**config.mk**
```make
export PLATFORM = sky130hd
export DESIGN_NAME = wm_actuator_driver_flat
export DESIGN_NICKNAME = d
export VERILOG_FILES = /design/src/rtl/wm_actuator_if.sv /design/src/rtl/wm_actuator_driver.sv /design/src/flat_wrapper.sv
export SDC_FILE = /design/constraint.sdc
export NUM_CORES = 1
export LEC_CHECK = 0
export ABC_CLOCK_PERIOD_IN_PS = 4180
export CORE_ASPECT_RATIO = 1.2
export CORE_MARGIN = 4
export CORE_UTILIZATION = 60
export DETAILED_ROUTE_END_ITERATION = 7
export PLACE_DENSITY = 0.8
export REMOVE_ABC_BUFFERS = 1
export SYNTH_ARGS = -nofsm -noshare
export SYNTH_HDL_FRONTEND = slang
export SYNTH_SLANG_ARGS = --single-unit
```
**constraint.sdc**
```tcl
create_clock -name clk -period 4.18 [get_ports clk]
set_input_delay 1.045 -clock clk [delete_from_list [all_inputs] [get_ports clk]]
set_output_delay 1.045 -clock clk [all_outputs]
set_load 0.01 [all_outputs]
```
**src/rtl/wm_actuator_if.sv**
```systemverilog
// Stage lamps from the washing-machine controller and the actuator commands driven back,
// bundled so the driver and its environment share one connection point.
interface wm_actuator_if;
   logic [7:0] stage;
   logic       fill;
   logic       drain;
   logic       lock;
   logic       motorCw;
   logic       motorCcw;
   logic       pwm;
   logic       fault;

   modport master (output stage, input fill, drain, lock, motorCw, motorCcw, pwm, fault);
   modport slave  (input stage, output fill, drain, lock, motorCw, motorCcw, pwm, fault);
endinterface

```
**src/rtl/wm_actuator_driver.sv**
```systemverilog
// Turns one-hot wash stages into timed valve, pump, lock and PWM motor commands, with
// direction dead-time protection and a sticky fault for malformed stage vectors.
module wm_actuator_driver #(
   parameter int FILL_CYC  = 8,
   parameter int DRAIN_CYC = 6,
   parameter int AGIT_CYC  = 4,
   parameter int DEAD_CYC  = 2,
   parameter int AGIT_DUTY = 8,
   parameter int RAMP_CYC  = 2,
   parameter int PWM_W     = 4,
   parameter int CNT_W     = 8
) (
   input  logic         clk,
   input  logic         rst_n,
   wm_actuator_if.slave bus
);
   typedef enum logic [3:0] {
      P_OFF, P_FILL, P_DRAIN, P_CW, P_DEAD_A, P_CCW, P_DEAD_B, P_SPIN, P_HOLD
   } phase_e;

   localparam logic [CNT_W-1:0] CNT_MAX    = '1;
   localparam logic [CNT_W-1:0] FILL_LAST  = CNT_W'(FILL_CYC - 1);
   localparam logic [CNT_W-1:0] DRAIN_LAST = CNT_W'(DRAIN_CYC - 1);
   localparam logic [CNT_W-1:0] AGIT_LAST  = CNT_W'(AGIT_CYC - 1);
   localparam logic [CNT_W-1:0] DEAD_LAST  = CNT_W'(DEAD_CYC - 1);
   localparam logic [CNT_W-1:0] RAMP_LAST  = CNT_W'(RAMP_CYC - 1);
   localparam logic [CNT_W-1:0] DEAD_MIN   = CNT_W'(DEAD_CYC);
   localparam logic [PWM_W-1:0] DUTY_MAX   = '1;
   localparam logic [PWM_W-1:0] AGIT_D     = PWM_W'(AGIT_DUTY);

   phase_e           phase_q, phase_d;
   logic [CNT_W-1:0] cnt_q, cnt_d, offCnt_q, offCnt_d;
   logic [PWM_W-1:0] duty_q, duty_d, pwmCnt_q, dutyUse;
   logic [7:0]       lamps_q, prevLamps_q;
   logic             sampled_q, oneHot, cwSafe, ccwSafe;
   logic             dirSeen_q, dirSeen_d, lastCcw_q, lastCcw_d;
   logic             fill_q, fill_d, drain_q, drain_d, lock_q, lock_d;
   logic             cw_q, cw_d, ccw_q, ccw_d, pwm_q, pwm_d, fault_q, fault_d;

   // Phase sequencing: a stage change restarts its first phase and beats any timer expiry.
   always_comb begin
      phase_d = phase_q;
      cnt_d   = (cnt_q == CNT_MAX) ? cnt_q : cnt_q + CNT_W'(1);
      duty_d  = duty_q;
      if (!sampled_q) begin
         cnt_d = cnt_q;
      end else if (lamps_q != prevLamps_q) begin
         cnt_d  = '0;
         duty_d = '0;
         case (lamps_q)
            8'b0000_0010:               phase_d = P_FILL;
            8'b0000_0100, 8'b0001_0000: phase_d = P_CW;
            8'b0000_1000, 8'b0010_0000: phase_d = P_DRAIN;
            8'b0100_0000:               phase_d = P_SPIN;
            8'b1000_0000:               phase_d = P_HOLD;
            default:                    phase_d = P_OFF;
         endcase
      end else begin
         case (phase_q)
            P_FILL:   if (cnt_q >= FILL_LAST)  begin cnt_d = '0; phase_d = lamps_q[1] ? P_HOLD : P_CW; end
            P_DRAIN:  if (cnt_q >= DRAIN_LAST) begin cnt_d = '0; phase_d = P_FILL;   end
            P_CW:     if (cnt_q >= AGIT_LAST)  begin cnt_d = '0; phase_d = P_DEAD_A; end
            P_DEAD_A: if (cnt_q >= DEAD_LAST)  begin cnt_d = '0; phase_d = P_CCW;    end
            P_CCW:    if (cnt_q >= AGIT_LAST)  begin cnt_d = '0; phase_d = P_DEAD_B; end
            P_DEAD_B: if (cnt_q >= DEAD_LAST)  begin cnt_d = '0; phase_d = P_CW;     end
            P_SPIN: begin
               if (cnt_q >= RAMP_LAST) begin
                  cnt_d = '0;
                  if (duty_q != DUTY_MAX) duty_d = duty_q + PWM_W'(1);
               end
            end
            default: ;
         endcase
      end
   end

   // Actuator outputs; a reversal is held off until the motor has been idle for DEAD_CYC
   // cycles, which also covers stage switches that land mid-stroke.
   always_comb begin
      oneHot  = (lamps_q != '0) && ((lamps_q & (lamps_q - 8'd1)) == '0);
      fault_d = fault_q;
      if (sampled_q) begin
         fault_d = fault_q ? (lamps_q != 8'h01) : !oneHot;
      end
      cwSafe    = !dirSeen_q || !lastCcw_q || (offCnt_q >= DEAD_MIN);
      ccwSafe   = !dirSeen_q || lastCcw_q || (offCnt_q >= DEAD_MIN);
      cw_d      = !fault_d && cwSafe && (phase_d == P_CW || phase_d == P_SPIN);
      ccw_d     = !fault_d && ccwSafe && (phase_d == P_CCW);
      fill_d    = !fault_d && (phase_d == P_FILL);
      drain_d   = !fault_d && (phase_d == P_DRAIN || phase_d == P_SPIN);
      lock_d    = fault_d ? lock_q : (lamps_q[7:1] != 7'd0);
      dutyUse   = (phase_d == P_SPIN) ? duty_d : AGIT_D;
      pwm_d     = (cw_d || ccw_d) && (pwmCnt_q < dutyUse);
      offCnt_d  = (cw_d || ccw_d) ? '0 : ((offCnt_q == CNT_MAX) ? offCnt_q : offCnt_q + CNT_W'(1));
      dirSeen_d = dirSeen_q || cw_d || ccw_d;
      lastCcw_d = ccw_d ? 1'b1 : (cw_d ? 1'b0 : lastCcw_q);
   end

   always_ff @(posedge clk or negedge rst_n) begin
      if (!rst_n) begin
         lamps_q     <= '0;
         prevLamps_q <= '0;
         sampled_q   <= 1'b0;
         phase_q     <= P_OFF;
         cnt_q       <= '0;
         duty_q      <= '0;
         pwmCnt_q    <= '0;
         offCnt_q    <= '0;
         dirSeen_q   <= 1'b0;
         lastCcw_q   <= 1'b0;
         fill_q      <= 1'b0;
         drain_q     <= 1'b0;
         lock_q      <= 1'b0;
         cw_q        <= 1'b0;
         ccw_q       <= 1'b0;
         pwm_q       <= 1'b0;
         fault_q     <= 1'b0;
      end else begin
         lamps_q     <= bus.stage;
         prevLamps_q <= lamps_q;
         sampled_q   <= 1'b1;
         phase_q     <= phase_d;
         cnt_q       <= cnt_d;
         duty_q      <= duty_d;
         pwmCnt_q    <= pwmCnt_q + PWM_W'(1);
         offCnt_q    <= offCnt_d;
         dirSeen_q   <= dirSeen_d;
         lastCcw_q   <= lastCcw_d;
         fill_q      <= fill_d;
         drain_q     <= drain_d;
         lock_q      <= lock_d;
         cw_q        <= cw_d;
         ccw_q       <= ccw_d;
         pwm_q       <= pwm_d;
         fault_q     <= fault_d;
      end
   end

   assign bus.fill     = fill_q;
   assign bus.drain    = drain_q;
   assign bus.lock     = lock_q;
   assign bus.motorCw  = cw_q;
   assign bus.motorCcw = ccw_q;
   assign bus.pwm      = pwm_q;
   assign bus.fault    = fault_q;
endmodule
```
**src/flat_wrapper.sv**
```systemverilog
// flat-port wrapper written by rule: the top's interface ports become plain ports
module wm_actuator_driver_flat 
#(
   parameter int FILL_CYC  = 8,
   parameter int DRAIN_CYC = 6,
   parameter int AGIT_CYC  = 4,
   parameter int DEAD_CYC  = 2,
   parameter int AGIT_DUTY = 8,
   parameter int RAMP_CYC  = 2,
   parameter int PWM_W     = 4,
   parameter int CNT_W     = 8
)
  (clk, rst_n, bus_stage, bus_fill, bus_drain, bus_lock, bus_motorCw, bus_motorCcw, bus_pwm, bus_fault);
  wm_actuator_if bus_i ();
  input  logic clk;
  input  logic rst_n;
  input wire logic [$bits(bus_i.stage)-1:0] bus_stage;
  output wire logic [$bits(bus_i.fill)-1:0] bus_fill;
  output wire logic [$bits(bus_i.drain)-1:0] bus_drain;
  output wire logic [$bits(bus_i.lock)-1:0] bus_lock;
  output wire logic [$bits(bus_i.motorCw)-1:0] bus_motorCw;
  output wire logic [$bits(bus_i.motorCcw)-1:0] bus_motorCcw;
  output wire logic [$bits(bus_i.pwm)-1:0] bus_pwm;
  output wire logic [$bits(bus_i.fault)-1:0] bus_fault;
  assign bus_i.stage = bus_stage;
  assign bus_fill = bus_i.fill;
  assign bus_drain = bus_i.drain;
  assign bus_lock = bus_i.lock;
  assign bus_motorCw = bus_i.motorCw;
  assign bus_motorCcw = bus_i.motorCcw;
  assign bus_pwm = bus_i.pwm;
  assign bus_fault = bus_i.fault;
  wm_actuator_driver #(.FILL_CYC(FILL_CYC), .DRAIN_CYC(DRAIN_CYC), .AGIT_CYC(AGIT_CYC), .DEAD_CYC(DEAD_CYC), .AGIT_DUTY(AGIT_DUTY), .RAMP_CYC(RAMP_CYC), .PWM_W(PWM_W), .CNT_W(CNT_W)) u_core (.clk(clk), .rst_n(rst_n), .bus(bus_i));
endmodule
```
# ---- After elaboration in Yosys (flattened, before gate mapping)
# Cells that the tools add are included.
dict set report op_classes {
  bitwise_logic 1
  n_addsub 5
  mux 30
  order_cmp 6
  reduce_logical 29
  eq_ne 25
}
# cell count
set ops {}
lappend ops {{$mux 8} 8}
lappend ops {{$mux 4} 15}
lappend ops {{$pmux 8 s4} 1}
lappend ops {{$eq 4x3->1 const B} 6}
lappend ops {{$eq 8x8->1 const B} 3}
lappend ops {{$pmux 4 s6} 1}
lappend ops {{$pmux 4 s5} 1}
lappend ops {{$add 8x1->8 const B} 2}
lappend ops {{$eq 4x2->1 const B} 4}
lappend ops {{$ge 8x2->1 const B} 2}
lappend ops {{$ge 8x3->1 const B} 2}
lappend ops {{$logic_or 1x1->1} 9}
lappend ops {{$add 4x1->4 const B} 2}
lappend ops {{$and 8x8->8} 1}
lappend ops {{$eq 4x1->1 const B} 2}
lappend ops {{$eq 8x2->1 const B} 1}
lappend ops {{$eq 8x3->1 const B} 1}
lappend ops {{$eq 8x4->1 const B} 1}
lappend ops {{$eq 8x5->1 const B} 1}
lappend ops {{$eq 8x6->1 const B} 1}
lappend ops {{$eq 8x7->1 const B} 1}
lappend ops {{$ge 8x1->1 const B} 1}
lappend ops {{$logic_and 1x1->1} 8}
lappend ops {{$logic_not 8->1} 1}
lappend ops {{other kinds (13)} 21}
dict set report word_totals {
  register_bits 54
}

# ---- Depth between registers and ports, before layout
# Gate-level depths: netlist of the first run.
dict set report depth {
  depth_word 12
  mapped_depth 13
  mapped_depth_nobuf 13
}

# ---- Least setup slack after synthesis of the first run
# Ideal clock, no wire load.
dict set report synth_timing {
  path_type {register to register}
  startpoint {register u_core.lamps_q[1]}
  endpoint {register u_core.pwm_q, in the netlist u_core.bus.pwm}
  period_less_slack_ns 3.022
  t_arrival_ns 2.936
  stages_incl_launch_ff 13
  n_path_buf 1
  required_ns 4.093
  path_slack_ns 1.158
  setup_time_ns 0.087
  cell_sequence {dfrtp_1 buf_6 or4_4 or4_1 o21ai_1 nor3_1 a31oi_4 and3_2 nand2_1 ha_1 a21o_1 a21o_1 a211oi_2}
}
# element line
set synth_lines {}
lappend synth_lines {{start, declared} wm_actuator_driver.sv:34} ;# logic [7:0] lamps_q, prevLamps_q;
lappend synth_lines {{start signal, assigned} wm_actuator_driver.sv:119} ;# lamps_q <= bus.stage;
lappend synth_lines {{$eq 8x4->1, or another cell as far along} wm_actuator_driver.sv:50} ;# case (lamps_q)
lappend synth_lines {{$reduce_or 2->1 / $mux 4 (equally long branches)} {wm_actuator_driver.sv:50, wm_actuator_driver.sv:60}}
lappend synth_lines {{$pmux 4 s5 / $pmux 4 s6 (equally long branches)} {wm_actuator_driver.sv:50, wm_actuator_driver.sv:59}}
lappend synth_lines {{$mux 4 (*)} wm_actuator_driver.sv:47} ;# end else if (lamps_q != prevLamps_q) begin
lappend synth_lines {{$mux 4 (*)} wm_actuator_driver.sv:45} ;# if (!sampled_q) begin
lappend synth_lines {{via u_core.phase_d[0]} wm_actuator_driver.sv:31} ;# phase_e phase_q, phase_d;
lappend synth_lines {{parallel branches: the longest is 4 deep, another holds $lt 4x4->1} n/a}
lappend synth_lines {{$logic_and 1x1->1 (*)} wm_actuator_driver.sv:93} ;# pwm_d = (cw_d || ccw_d) && (pwmCnt_q < dutyUse);
lappend synth_lines {{via u_core.pwm_d} wm_actuator_driver.sv:38} ;# logic cw_q, cw_d, ccw_q, ccw_d, pwm_q, pwm_d, fault_q, fault_d;
lappend synth_lines {{end signal, assigned} wm_actuator_driver.sv:134} ;# pwm_q <= pwm_d;
lappend synth_lines {{end, declared} wm_actuator_driver.sv:38}
# Mark *: on every way through the listed nets, which the timed path passes.
# A chain may end at the register's enable or synchronous reset.

# ---- Worst setup path after layout of the first run
dict set report layout_timing {
  startpoint {register u_core.lamps_q[1]}
  endpoint {register u_core.pwm_q, in the netlist u_core.bus.pwm}
}
# element line
set layout_lines {}
lappend layout_lines {{$eq 8x4->1, or another cell as far along} wm_actuator_driver.sv:50}
lappend layout_lines {{$reduce_or 2->1} wm_actuator_driver.sv:50}
lappend layout_lines {{$pmux 4 s5} wm_actuator_driver.sv:50}
lappend layout_lines {{$mux 4 (*)} wm_actuator_driver.sv:47}
lappend layout_lines {{$mux 4 (*)} wm_actuator_driver.sv:45}
lappend layout_lines {{via u_core.phase_d[2]} wm_actuator_driver.sv:31}
lappend layout_lines {{parallel branches: the longest is 4 deep, another holds $lt 4x4->1} n/a}
lappend layout_lines {{$logic_and 1x1->1 (*)} wm_actuator_driver.sv:93}
lappend layout_lines {{via u_core.pwm_d} wm_actuator_driver.sv:38}
# Marked as above.

==> results of run 1 <==
[final cells by class]
class                           count  area [um^2]  area share [%]
Clock buffer                        5         68.8            2.09
Clock inverter                      2         15.0           0.457
Inverter                            9         33.8            1.03
Tap cell                           60         75.1            2.28
Timing Repair Buffer               18          170            5.18
Sequential cell                    54         1350            41.1
Multi-Input combinational cell    232         1570            47.8
[cell usage in the layout (no fill, tap or decap), types with 8 or more instances in the layout]
cell and n:
nand2_1 18, nor2_1 24, inv_1 9, xor2_1 13, clkdlybuf4s50_1 15, dfrtp_1 54, a21oi_1 22, nand3_1 16
nor3_1 8, ha_1 10, o21ai_0 14
[state kept, by name, indices dropped and copies added (netlist names)]
name and cells:
u_core.bus.drain 1, u_core.bus.fault 1, u_core.bus.pwm 1, u_core.duty_q 4, u_core.sampled_q 1, u_core.prevLamps_q 8, u_core.pwmCnt_q 4, u_core.lamps_q 8
u_core.bus.motorCw 1, u_core.dirSeen_q 1, u_core.phase_q 4, u_core.cnt_q 8, u_core.bus.lock 1, u_core.offCnt_q 8, u_core.bus.motorCcw 1, u_core.lastCcw_q 1
u_core.bus.fill 1
[stage by stage]
step | power (mW) | util, % | std cells | instance area (um^2)
after floorplan | 0.802 | - | 295 | 2960
after global placement | 0.862 | 65.3 | 373 | 3200
after detailed placement | 0.871 | 65.3 | 373 | 3200
after CTS | 1.15 | 67.0 | 380 | 3290
after global routing | 1.21 | 67.0 | 380 | 3290
final | 1.13 | 67.0 | 380 | 3290
[critical path, stage by stage, from the launching register on]
cell and delay [ps]:
dfrtp_1 520, xor2_1 210, nor4_2 480, and2_1 360
o22ai_1 160, nor2_1 400, and3_2 290, nand2_1 60
ha_1 310, a21o_1 160, a21o_1 180, a211oi_2 190
[worst paths after layout]
check	endpoint	slack, ps	cells after the start
max	u_core.bus.pwm	780	11
min	u_core.dirSeen_q	480	1
max reg2reg	u_core.bus.pwm	780	11
min reg2reg	u_core.dirSeen_q	480	1
max in group asynchronous	u_core.phase_q[1]	2690	2
min in group asynchronous	u_core.cnt_q[2]	710	1
[logic make-up after synthesis]
group           count (synthesis)  share of synthesized area, %
mux                             3                          1.03
flops                          54                          44.5
buf+inv                        24                          3.75
simple gates                  125                          24.2
compound gates                 74                          16.8
xor+xnor                       19                          5.48
fa+ha+maj                      10                          4.12
other cells                     1                         0.123
[metal layers]
metal	GRT usage (%)	share of wire (%)	up-vias
met5	0	0	-
met4	6.38	1.1	0
met3	3.75	3.9	5
met2	36.9	52	50
met1	26.5	43	1125
li1	-	-	1155
[power breakdown]
part	total, mW	internal (mW)	switching, mW
sequential	0.641	0.573	0.0682
clock	0.275	0.115	0.160
combinational	0.219	0.111	0.108
total	1.13	0.799	0.336
==> results by group, run 1 <==
Min path
  – Hold Crit Class: register to register
  – Hold Startpoint: u_core.dirSeen_q

Clock tree
  – Clock Path Buffers: 2
  – Clock-pin slew on the worst setup and hold paths: 100 ps
  – Clock latency at the later pin of the worst-skew pair: 310 ps
  – TritonCTS Buffers: 5
  – Setup Buffers After CTS: 0
  – Hold-fix buffers at CTS: 0
  – CTS tree: yes
  – Clock sinks: 54
  – Post-CTS resize count: 0
  – H-tree depth: 2
  – Clock root cell: clkbuf_8

GRT
  – First-pass GRT wire length: 10500 um
  – Global-route usage over all layers: 21.2%
  – Total global routing overflow: 0
  – Vias in the first global route: 2284
  – Pin count of the biggest net entering global routing: 31
  – Initial antenna violation count: 0

Final layout
  – Fraction of layout cells with a size suffix above 1: 9.06%
  – # diodes: 0
  – Final Net Count: 340
  – Area Growth Syn to Fin: 8.20%
  – Filler cells: 412

Synth
  – #FFs+latches synth: 54
  – Most frequent cells after synthesis: dfrtp_1 (54), nor2_1 (24), a21oi_1 (22)
  – Gate Count Post-Synth: 310
  – Synth unique cells: 66
  – Synth warn: 0
  – Top cells by area, synth: dfrtp_1 (44%), ha_1 (4.1%), xor2_1 (3.7%)
  – Seq/Total Area, Yosys: 44.5%
  – Main synth FF type: dfrtp_1
  – Avg Cell Area, Syn: 9.80 um^2
  – Post-synth EDFFs: 0
  – Most frequent cell after synthesis: dfrtp_1
  – Fraction of registers with async set/reset: 100%
  – Area of the mapped netlist: 3040 um^2
  – Synth area leader: dfrtp_1
  – Yosys top cell area share: 44.5%

Floorplan
  – Core area: 4900 um^2
  – Die width: 73.0 um
  – Row cnt: 28
  – Initial core utilization: 61.9%
  – Die area: 6270 um^2
  – I/O pin count: 17
  – Die Y: 85.9 um

Worst setup path
  – Crit-path max FO: 12
  – Setup CP Type: register to register
  – Crit path DAT: 3630 ps
  – Reg-to-reg critical path startpoint: u_core.lamps_q[1]
  – CP startpoint: u_core.lamps_q[1]
  – Worst setup SP type: register
  – Worst Path Required: 4410 ps
  – CP Capture Type: register

STA
  – Period minus WS final: 3400 ps
  – Slew Limit Fails: 0
  – RSZ-0062 raised after global routing: no
  – Fin. Hold Viols: 0
  – WHS: 481 ps
  – Setup TNS: 0 ps
  – Fmax: 294 MHz
  – Slew @ Worst Pin: 998 ps
  – Setup WS post-layout: 775 ps
  – Worst Clk Skew: 11.1 ps
  – Setup Viol. Count Final: 0
  – Relative slew slack: 33.5%
  – Tcrit/Tclk final: 81.5%

Place
  – Pre-CTS setup slack: 799 ps
  – HPWL after detailed placement: 4340 um
  – Port Buffer Count: 16
  – GPL Wtd Cong: 0.922

Route
  – DRC errors left: 0
  – First-iteration detailed-routing DRC count: 113
  – DR pass1 iterations: 4
  – Total wire length: 5860 um
  – Post-route ant nets: 0
  – Routed WL per cell: 15.4 um
  – Via count: 2335
  – Vias/cell: 6.14

Power
  – Leakage: 1.43 nW
  – Power Dens Cells: 345 nW/um^2
  – Peak VDD IR: 0.258 mV

Flow run
  – Max-cap viol count: 0

Outcome
  – Outcome: completed
Note: power is estimated with default switching activity, not from simulation.
==> inputs of run 2 (changes only) <==
- ABC_CLOCK_PERIOD_IN_PS: 4180 -> 2900
- CORE_UTILIZATION: 60 -> 54
- PLACE_DENSITY: 0.8 -> 0.76
- clock period: 4.18 -> 2.9 ns (I/O delays scaled with it)
==> run 2 against run 1 <==
  * Non-clock buffer count up 52
  * Sequential share of layout area down 5.6 points
  * Sequential cell count unchanged
  * Die area up 10%
  * Cell area up 16%
  * Largest power group unchanged
  * Clock skew down 3.3 ps
  * The flow now finishes with violations (setup timing)
  * First-iteration DRC count up 85%
  * Sequential power up 41%
  * Count of clock-buffer cells in the layout unchanged
  * Final cell count up 14%
  * Power up 50%
==> results by group, run 2 (synthesis results as in run 1) <==
Outcome
  – Outcome: finished, violations left
  – Failing checks: setup timing

Worst setup path
  – Worst setup SP type: register
  – Buf/Inv on CP: 1 (+1)
  – CP max stage cell: or4_4
  – CP Capture Type: register
  – Crit path DAT: 3140 ps (-490 ps)
  – Critical-path cell list: buf_6 -> or4_4 -> or4_4 -> o21ai_2 -> nor3_2 -> a31oi_4 -> and3_4 -> nand2_4 -> ha_4 -> a21o_1 -> a21o_1 -> a211oi_2
  – Crit-path max FO: 3 (-9)
  – Top delay family on crit path: simple AND/OR/NAND/NOR gates
  – Worst path max stage delay: 490 ps (-30 ps)
  – Setup CP Type: register to register
  – Worst Path Required: 3130 ps (-1280 ps)

Final layout
  – # diodes: 0 (unchanged)
  – Final Net Count: 392 (+15%)
  – Most frequent cells in the layout: dfrtp_1 (53), buf_4 (52), nor2_1 (24)
  – Commonest non-fill, non-tap cell in the layout: dfrtp_1
  – Fraction of layout cells with a size suffix above 1: 26.1% (+17 points)
  – Area Growth Syn to Fin: 25.2%

Power
  – Peak VDD IR: 0.509 mV (+97%)
  – Leakage: 1.72 nW (+20%)
  – Power Dens Cells: 449 nW/um^2 (+30%)
  – Final Power: 1.71 mW (+50%)

Place
  – HPWL after detailed placement: 4800 um (+11%)
  – GPL Wtd Cong: 0.861 (-6.7%)
  – Pre-CTS setup slack: -143 ps (-942 ps)
  – Port Buffer Count: 16 (unchanged)

GRT
  – Global-route usage over all layers: 20.3% (-0.83 points)
  – Vias in the first global route: 2516 (+10%)
  – First-pass GRT wire length: 11500 um (+9.9%)
  – Initial antenna violation count: 0 (unchanged)
  – Total global routing overflow: 0 (unchanged)
  – Pin count of the biggest net entering global routing: 31 (unchanged)

STA
  – Slew Limit Fails: 0 (unchanged)
  – Worst Clk Skew: 7.79 ps (-3.27 ps)
  – RSZ-0062 raised after global routing: yes
  – Slew @ Worst Pin: 623 ps (-374 ps)
  – Setup WS post-layout: -5.17 ps (-780 ps)
  – Period minus WS final: 2910 ps (-500 ps)
  – Tcrit/Tclk final: 100% (+19 points)
  – Setup TNS: -5.17 ps (-5.17 ps)
  – Relative slew slack: 57.4% (+24 points)
  – Fin. Hold Viols: 0 (unchanged)
  – Fmax: 344 MHz (+17%)
  – Setup Viol. Count Final: 1 (+1)

Clock tree
  – Clock sinks: 54 (unchanged)
  – Hold-fix buffers at CTS: 0 (unchanged)
  – H-tree depth: 2 (unchanged)
  – Clock-pin slew on the worst setup and hold paths: 100 ps (about the same)
  – Clock root cell: clkbuf_8
  – TritonCTS Buffers: 5 (unchanged)
  – Clock Path Buffers: 2 (unchanged)
  – CTS tree: yes
  – Clock latency at the later pin of the worst-skew pair: 310 ps (about the same)

Floorplan
  – Core area: 5370 um^2 (+9.5%)
  – Die Y: 90.2 um (+4.9%)
  – Die width: 76.5 um (+4.8%)
  – I/O pin count: 17 (unchanged)
  – Row cnt: 29 (+3.6%)
  – Initial core utilization: 56.6% (-5.4 points)
  – Die area: 6890 um^2 (+10%)

Route
  – DR pass1 iterations: 4 (unchanged)
  – Vias/cell: 5.97 (-2.9%)
  – Total wire length: 6710 um (+14%)
  – DRC errors left: 0 (unchanged)
  – Post-route ant nets: 0 (unchanged)
  – Via count: 2590 (+11%)
  – Routed WL per cell: 15.5 um (+0.21%)
  – First-iteration detailed-routing DRC count: 209 (+85%)

Flow run
  – Max-cap viol count: 0 (unchanged)

Min path
  – Hold Crit Class: primary input to asynchronous set/reset pin
==> run 2: routing by layer <==
metal  up-vias  wire, um  GRT usage [%]
met5         -         0              0
met4         0       138           7.10
met3        12       275           3.40
met2        70      3440           35.1
met1      1257      2860           25.7
li1       1251         -              -
==> run 2: worst register-to-register path: stages (launching register included) <==
cell	delay, ps
dfrtp_1	410
buf_6	130
or4_4	480
or4_4	490
o21ai_2	80
nor3_2	70
a31oi_4	150
and3_4	230
nand2_4	70
ha_4	260
a21o_1	150
a21o_1	150
a211oi_2	180
==> run 2: timing repair <==
| action | CTS | global route |
|---|---|---|
| setup buffers | 4 | 6 |
| endpoints found under the setup margin | 1 | 7 |
| endpoints found under the hold margin | 0 | 0 |
| pin swaps | 12 | 11 |
| cloned | 0 | 0 |
| resized for setup | 12 | 12 |
==> run 2: final cells by class <==
type | count | area, um^2
Multi-Input combinational cell | 232 | 1690
Inverter | 9 | 33.8
Sequential cell | 54 | 1350
Timing Repair Buffer | 70 | 568
Clock inverter | 2 | 13.8
Tap cell | 62 | 77.6
Fill cell | 396 | 1570
Clock buffer | 5 | 68.8
==> run 2: where the power goes <==
group,leakage (nW),internal [mW],switching [mW]
Combinational,1.00,0.205,0.190
Clock,0.0444,0.167,0.243
Sequential,0.676,0.826,0.0760
Total,1.72,1.20,0.509
==> run 2: through the flow <==
stage | area, um^2 | hold WS (ps) | instances | utilization (%)
floorplan | 2960 | 429 | 295 | -
global placement | 3520 | 442 | 417 | 65.6
detailed placement | 3520 | 456 | 417 | 65.6
CTS | 3690 | 413 | 428 | 68.7
global route | 3800 | 419 | 434 | 70.9
finish | 3800 | 393 | 434 | 70.9
==> run 2: final timing paths <==
| check | start | end | slack (ps) | depth (start not counted) |
|---|---|---|---|---|
| max | u_core.lamps_q[6] | u_core.bus.pwm | -5 | 12 |
| min | rst_n | u_core.cnt_q[3] | 390 | 2 |
| max reg2reg | u_core.lamps_q[6] | u_core.bus.pwm | -5 | 12 |
| min reg2reg | u_core.lamps_q[1] | u_core.prevLamps_q[1] | 470 | 0 |
| max in group asynchronous | rst_n | u_core.lamps_q[1] | 2180 | 2 |
| min in group clk | u_core.lamps_q[1] | u_core.prevLamps_q[1] | 470 | 0 |
